`src/rtl/deserializer_if.sv`:
```
// Serial-in / word-out bundle for the deserializer; the slave modport is the DUT view.
interface deserializer_if #(
    parameter int WIDTH = 8,
    parameter int LANES = 1
);
    logic             in_valid;
    logic [LANES-1:0] in_data;
    logic             in_sync;
    logic             out_valid;
    logic             out_ready;
    logic [WIDTH-1:0] out_data;
    logic             overrun;
    logic             parity_err;

    // A beat is taken on every cycle with in_valid=1 (there is no in_ready).
    // The output word transfers on a rising edge where out_valid && out_ready;
    // out_valid/out_data stay stable until that transfer happens.
    modport slave (
        input  in_valid, in_data, in_sync, out_ready,
        output out_valid, out_data, overrun, parity_err
    );

    modport master (
        output in_valid, in_data, in_sync, out_ready,
        input  out_valid, out_data, overrun, parity_err
    );
endinterface

```
`src/rtl/deserializer.sv`:
```
// Assembles LANES-wide serial beats into WIDTH-bit words behind a one-deep output register.
// Define DESERIALIZER_PARITY_EN to add a trailing even-parity beat per word.
module deserializer #(
    parameter int WIDTH     = 8,
    parameter int LANES     = 1,
    parameter bit MSB_FIRST = 1'b0
) (
    input  logic          clk,
    input  logic          reset,
    deserializer_if.slave bus,
    output logic          dbg_state_o
);
    localparam int              BEATS = WIDTH / LANES;
    localparam int              CW    = $clog2(BEATS) + 1;
    localparam logic [CW-1:0]   LAST  = CW'(BEATS - 1);

    typedef enum logic {COLLECT = 1'b0, PARITY = 1'b1} state_e;

    state_e           state_q;
    logic [CW-1:0]    cnt_q;
    logic [CW-1:0]    beat_idx;
    logic [WIDTH-1:0] word_q;
    logic [WIDTH-1:0] word_d;
    logic [WIDTH-1:0] out_data_q;
    logic             out_valid_q;
    logic             overrun_q;
    logic             parity_beat;
    logic             data_beat;
    logic             last_beat;
    logic             done;
    logic [WIDTH-1:0] done_word;
`ifdef DESERIALIZER_PARITY_EN
    logic             done_perr;
    logic             perr_q;
`endif

    // in_sync restarts the word: the beat lands in slot 0 of a cleared word.
    always_comb begin
        beat_idx = bus.in_sync ? '0 : cnt_q;
        word_d   = bus.in_sync ? '0 : word_q;
        for (int k = 0; k < BEATS; k++) begin
            if (beat_idx == CW'(k))
                word_d[(MSB_FIRST ? (BEATS - 1 - k) : k) * LANES +: LANES] = bus.in_data;
        end
        parity_beat = bus.in_valid && !bus.in_sync && (state_q == PARITY);
        data_beat   = bus.in_valid && !parity_beat;
        last_beat   = data_beat && (beat_idx == LAST);
`ifdef DESERIALIZER_PARITY_EN
        done      = parity_beat;
        done_word = word_q;
        done_perr = (^word_q) ^ bus.in_data[0];
`else
        done      = last_beat;
        done_word = word_d;
`endif
    end

    always_ff @(posedge clk or posedge reset) begin
        if (reset) begin
            state_q     <= COLLECT;
            cnt_q       <= '0;
            word_q      <= '0;
            out_data_q  <= '0;
            out_valid_q <= 1'b0;
            overrun_q   <= 1'b0;
`ifdef DESERIALIZER_PARITY_EN
            perr_q      <= 1'b0;
`endif
        end else begin
            overrun_q <= 1'b0;
            if (out_valid_q && bus.out_ready)
                out_valid_q <= 1'b0;

            if (data_beat) begin
                word_q  <= word_d;
                cnt_q   <= last_beat ? '0 : beat_idx + 1'b1;
                state_q <= COLLECT;
`ifdef DESERIALIZER_PARITY_EN
                if (last_beat)
                    state_q <= PARITY;
`endif
            end
            if (parity_beat)
                state_q <= COLLECT;

            // A finished word only replaces the output register if it is free or being taken now.
            if (done) begin
                if (!out_valid_q || bus.out_ready) begin
                    out_valid_q <= 1'b1;
                    out_data_q  <= done_word;
`ifdef DESERIALIZER_PARITY_EN
                    perr_q      <= done_perr;
`endif
                end else begin
                    overrun_q <= 1'b1;
                end
            end
        end
    end

    assign bus.out_valid  = out_valid_q;
    assign bus.out_data   = out_data_q;
    assign bus.overrun    = overrun_q;
`ifdef DESERIALIZER_PARITY_EN
    assign bus.parity_err = perr_q;
`else
    assign bus.parity_err = 1'b0;
`endif
    assign dbg_state_o    = state_q;
endmodule

```
`src/flat_wrapper.sv`:
```
// flat-port wrapper written by rule: the top's interface ports become plain ports
module deserializer_flat 
#(
    parameter int WIDTH     = 8,
    parameter int LANES     = 1,
    parameter bit MSB_FIRST = 1'b0
)
  (clk, reset, dbg_state_o, bus_in_valid, bus_in_data, bus_in_sync, bus_out_ready, bus_out_valid, bus_out_data, bus_overrun, bus_parity_err);
  deserializer_if #(.WIDTH(WIDTH), .LANES(LANES)) bus_i ();
  input  logic clk;
  input  logic reset;
  output logic dbg_state_o;
  input wire logic [$bits(bus_i.in_valid)-1:0] bus_in_valid;
  input wire logic [$bits(bus_i.in_data)-1:0] bus_in_data;
  input wire logic [$bits(bus_i.in_sync)-1:0] bus_in_sync;
  input wire logic [$bits(bus_i.out_ready)-1:0] bus_out_ready;
  output wire logic [$bits(bus_i.out_valid)-1:0] bus_out_valid;
  output wire logic [$bits(bus_i.out_data)-1:0] bus_out_data;
  output wire logic [$bits(bus_i.overrun)-1:0] bus_overrun;
  output wire logic [$bits(bus_i.parity_err)-1:0] bus_parity_err;
  assign bus_i.in_valid = bus_in_valid;
  assign bus_i.in_data = bus_in_data;
  assign bus_i.in_sync = bus_in_sync;
  assign bus_i.out_ready = bus_out_ready;
  assign bus_out_valid = bus_i.out_valid;
  assign bus_out_data = bus_i.out_data;
  assign bus_overrun = bus_i.overrun;
  assign bus_parity_err = bus_i.parity_err;
  deserializer #(.WIDTH(WIDTH), .LANES(LANES), .MSB_FIRST(MSB_FIRST)) u_core (.clk(clk), .reset(reset), .bus(bus_i), .dbg_state_o(dbg_state_o));
endmodule
```
`config.mk`:
```
export PLATFORM = sky130hd
export DESIGN_NAME = deserializer_flat
export DESIGN_NICKNAME = d
export VERILOG_FILES = /design/src/rtl/deserializer_if.sv /design/src/rtl/deserializer.sv /design/src/flat_wrapper.sv
export SDC_FILE = /design/constraint.sdc
export NUM_CORES = 1
export LEC_CHECK = 0
export BUFFER_PORTS_ARGS = -buffer_cell sky130_fd_sc_hd__buf_2
export CAP_MARGIN = 20
export CORE_ASPECT_RATIO = 1.1
export CORE_MARGIN = 2
export CORE_UTILIZATION = 57
export DETAILED_ROUTE_END_ITERATION = 10
export GPL_ROUTABILITY_DRIVEN = 0
export PLACE_DENSITY = 0.81
export SYNTH_ARGS = -nofsm -noshare
export SYNTH_HDL_FRONTEND = slang
export SYNTH_SLANG_ARGS = --single-unit
```
`constraint.sdc`:
```
create_clock -name clk -period 3.6 [get_ports clk]
set_input_delay 0.36 -clock clk [delete_from_list [all_inputs] [get_ports clk]]
set_output_delay 0.36 -clock clk [all_outputs]
set_load 0.02 [all_outputs]
```
* Word level (Yosys, flattened, before mapping)
Index checks and enable logic that the tools add are counted.
Widths: inputs -> output; s select.
** Cells by class
- Add/sub/neg operators :: 1
- $mul :: 0
- Div/mod/pow operators :: 0
- Order comparisons :: 0
- Equality and inequality tests :: 7
- Shift-type cells :: 0
- Multiplexer cells :: 18
- Bitwise logic cells :: 0
- Reduce and logical (&&, ||, !) cells :: 12
** Operators by type and width (number)
- $eq 4x3->1 const B :: 4
- $mux 1 :: 15
- $eq 4x2->1 const B :: 2
- $mux 4 :: 2
- $mux 8 :: 1
- $logic_and 1x1->1 :: 5
- $add 4x1->4 const B :: 1
- $eq 4x1->1 const B :: 1
- $logic_not 4->1 :: 1
- $logic_not 1->1 :: 3
- $reduce_and 2->1 :: 1
- $reduce_bool 2->1 :: 1
- $logic_or 1x1->1 :: 1
** Storage, ports and cells
- Flip-flop bits (word level) :: 23
- Bits in latches :: 0
- Bits in writable memories :: 0
- ROM bits :: 0
- Bits of input ports :: 6
- Output and inout bits :: 12
- Logic and storage cells :: 44
- Memories :: 0

* Depth between registers and ports, before layout
- Depth after elaboration :: 7
- Depth in mapped cells :: 10
- Gate-level depth less buffers :: 8

* Least setup slack after synthesis
Ideal clock, no wire load.
- Path type :: in2reg
- Start point :: input bus_in_sync
- End point :: register u_core.out_data_q[7] (netlist: u_core.bus.out_data[7])
- Setup time :: 125 ps
- Arrival time :: 1592 ps
- Data required time :: 3475 ps
- Path slack :: 1883 ps
- Stages on the path :: 8
- Cell sequence :: inv_1 > nand2_1 > inv_1 > ha_1 > buf_2 > and4bb_2 > nand3_4 > mux2_4
** Between the ends
- Word-level cells in the longest chain between the ends :: 7
** RTL lines
- start: declaration :: RTL line flat_wrapper.sv:15 : input wire logic [$bits(bus_i.in_sync)-1:0] bus_in_sync;
- $logic_not 1->1 :: RTL line deserializer.sv:45 : parity_beat = bus.in_valid && !bus.in_sync && (state_q == PARITY);
- $logic_and 1x1->1 (2 in series) :: RTL line deserializer.sv:45
- $logic_not 1->1 :: RTL line deserializer.sv:46 : data_beat = bus.in_valid && !parity_beat;
- $logic_and 1x1->1 :: RTL line deserializer.sv:46
- $logic_and 1x1->1 :: RTL line deserializer.sv:47 : last_beat = data_beat && (beat_idx == LAST);
- $reduce_and 2->1 (no source line)
- end signal: assignment :: RTL line deserializer.sv:90 : out_data_q <= done_word;
- end: declaration :: RTL line deserializer.sv:24 : logic [WIDTH-1:0] out_data_q;
Parallel ways exist; a longest one is shown, timed or not.
A chain may end at the register's enable or synchronous reset.

* Worst setup path in the final report
- Start point :: register u_core.cnt_q[1]
- End point :: register u_core.out_data_q[7] (netlist: u_core.bus.out_data[7])
** Between the ends
- Word-level cells in the longest chain between the ends :: 4
** RTL lines
- start: declaration :: RTL line deserializer.sv:20 : logic [CW-1:0] cnt_q;
- start signal: assignment :: RTL line deserializer.sv:76 : cnt_q <= last_beat ? '0 : beat_idx + 1'b1;
- $mux 4 (*) :: RTL line deserializer.sv:39 : beat_idx = bus.in_sync ? '0 : cnt_q;
- $eq 4x3->1 (*) :: RTL line deserializer.sv:42, deserializer.sv:47
- $logic_and 1x1->1 :: RTL line deserializer.sv:47
- $reduce_and 2->1 (no source line)
Every way passes the cells marked *; elsewhere a longest branch is shown, timed or not.

==> flow_summary.toml <==
[run_status]
status = "finished, final reports clean"

[synthesis]
synth_area_leaders = "dfrtp_1 51%, nand2_1 7.3%, ha_1 4.9%"
syn_inst = 102
ys.flop_type = "dfrtp_1"
syn_area_sq_um = 1022
yosysSeqAreaShare = 0.5141
yosys_warnings = 0
synth_edf_count = 0
synth_cell_types = 27
avgSynthCellArea_sq_um = 10.02
ys_ff_latch = 21
yosysTopAreaCell = "dfrtp_1"
async_reset_ff_frac = 1.000
synth_top_area_share = 0.5141

[sta]
fin_crit_ns = 1.876
tns_ns = 0
worst_pin_slew_ns = 0.7495
fmax_mhz = 533.0
hold_viol_final = 0
fin_worst_skew_ns = 0.005083
slew_violations = 0
grt_setup_unrepaired = "no"
timing.final.crit_share = 0.5211
maxSlewHeadroom = 0.4998
setup_viol = 0

[worst_hold_path]
hold_class = "in2async"

[global_route]
grt_pass1_vias = 715
grt_max_degree = 22
grt_usage = 0.1941
grt_pass1_wl_um = 3139
antenna_found_initial = 0
grt_overflow_total = 0

[placement]
portBuffers = 15
dp_hpwl_um = 1400
place_inst = 130

[critical_path]
regToRegEndpoint = "u_core.bus.out_data[7]"
worst-path-stages = 5
rr_worst_depth = 5
path_delay_family = "simple AND/OR/NAND/NOR gates"
r2r_setup_slack_ns = 1.72
endpoint_kind = "register"
r2r-start = "u_core.cnt_q[1]"
crit_type = "reg2reg"
cp.buffers_inverters = 0
path_cells = "nor2b_1 > ha_1 > and4bb_2 > nand3_4 > mux2_4"
critPathMaxFanout = 15
worstSetupStartpointType = "register"
worstSetupStartpoint = "u_core.cnt_q[1]"
cp.arrival_ns = 2.07
worstSetupEndpoint = "u_core.bus.out_data[7]"
crit_path_max_incr_delay_ns = 0.38
cp.required_ns = 3.79
slowest_stage = "dfrtp_1"

[clock_network]
post_cts_resized = 0
tritoncts = "done"
insertion_delay_ns = 0.30
max-clock-path-buffers = 2
clockRootBuffer = "clkbuf_4"
path_clk_slew_ns = 0.11
cts_buffers = 3
cts_setup_buffers = 0
ctsHoldBuffers = 0
htreeDepth = 1
cts.sinks = 21

[cells_and_area]
layout.cells.non_filler = 134
drive_above_1_share = 0.1810
syn_to_final_growth_pct = 8.568
layout.nets = 127
fillerInstances = 146
n_antenna_cell = 0

[run]
cap_viol_max_count = 0

[route]
via_per_inst = 5.672
drc = 0
drt_pass1_iterations = 5
drtAntennaViolNets = 0
wl_per_cell_um = 14.04
totalWireLength_um = 1881
initialDrtViolationCount = 16
dr_total_vias = 760

[floorplan]
die_x_um = 44.38
coreArea_sq_um = 1742
dieArea_sq_um = 2148
io_pins = 18
start_util = 0.5869
die_h_um = 48.42
std_cell_rows = 16

[power_and_ir_drop]
leakage_uw = 0.0005602
max-vdd-ir-drop_uv = 311.1
p_per_area_nw_per_um2 = 417.7
[how the worst min path moves through the flow]
stage	end	slack, ns	depth (start not counted)
CTS	u_core.bus.out_data[0]	0.20	2
global placement	u_core.bus.out_data[5]	0.46	2
global route	u_core.bus.out_data[0]	0.24	2
finish	u_core.bus.out_data[0]	0.17	2
floorplan	u_core.bus.out_data[0]	0.34	1
detailed placement	u_core.bus.out_data[6]	0.47	2
[metal layers]
metal  routed length [um]  track usage
met1                  865       0.2568
met2                  907       0.3260
met3                   83      0.02239
met4                   24      0.06061
met5                    0            0
[synthesized netlist by cell type (2+ instances only)]
cell / number
o2bb2ai_1: 4
inv_1: 5
buf_2: 2
o21ai_0: 5
mux2i_1: 3
buf_4: 2
dfrtp_1: 21
nand2_1: 20
o21ai_1: 3
nor2_1: 8
a32oi_1: 4
a21oi_1: 7
ha_1: 4
[flip-flops by register name, indices dropped and copies added (netlist names)]
register	count
u_core.bus.out_data	8
u_core.bus.overrun	1
u_core.bus.out_valid	1
u_core.word_q	7
u_core.cnt_q	4
[layout by cell type (no fill, tap or decap), drive strengths merged]
cell type / Yosys / routed
nor2b: 1 / 1
a32o: 1 / 1
dfrtp: 21 / 21
and4bb: 1 / 1
o21ai: 8 / 8
a32oi: 4 / 4
a2111oi: 1 / 1
o2bb2ai: 4 / 4
nor2: 8 / 8
nand3: 2 / 2
clkbuf: 0 / 4
conb: 1 / 2
o31ai: 1 / 1
ha: 4 / 4
nand2b: 1 / 1
mux2: 1 / 1
inv: 5 / 5
nand2: 20 / 20
o21a: 1 / 1
and2b: 1 / 1
a21oi: 7 / 7
mux2i: 3 / 3
buf: 6 / 15
[logic make-up (layout without fill, tap and decap cells)]
logic type / after synthesis / in the layout / synth area share
compound gates: 27 / 27 / 0.1750
fa+ha+maj: 4 / 4 / 0.04896
buf+inv: 11 / 24 / 0.05752
flops: 21 / 21 / 0.5141
mux: 4 / 4 / 0.04406
other cells: 1 / 2 / 0.003668
simple gates: 34 / 34 / 0.1567
[worst register-to-register path: cells and delay by family (launching register included)]
family / cells / cell delay, ns
fa+ha+maj: 1 / 0.32
flops: 1 / 0.38
mux: 1 / 0.34
simple gates: 3 / 0.73
[per-stage QoR]
step / util / area (sq um) / setup slack (ns) / hold slack, ns / power, uW
finish: 0.6372 / 1110 / 1.724 / 0.1684 / 463.6
global route: 0.6372 / 1110 / 1.588 / 0.2416 / 488.1
CTS: 0.6372 / 1110 / 1.746 / 0.1964 / 467.2
detailed placement: 0.6221 / 1084 / 1.499 / 0.4656 / 358.1
global placement: 0.6221 / 1084 / 1.581 / 0.4636 / 354.1
floorplan: - / 1026 / 1.883 / 0.3365 / 336.3
[power breakdown]
part	internal (uW)	switching, uW	total [uW]
Sequential	254	16.7	271
Clock	43.2	66.0	109
Combinational	31.3	52.2	83.5
[cell type report]
| type | count | area (sq um) | area share |
|---|---|---|---|
| Sequential cell | 21 | 525.5 | 0.4735 |
| Multi-Input combinational cell | 71 | 441.7 | 0.3980 |
| Inverter | 5 | 18.77 | 0.01691 |
| Timing Repair Buffer | 15 | 75.07 | 0.06764 |
| Tap cell | 18 | 22.52 | 0.02029 |
| Clock buffer | 4 | 26.28 | 0.02368 |
Note: power is estimated with default switching activity, not from simulation.
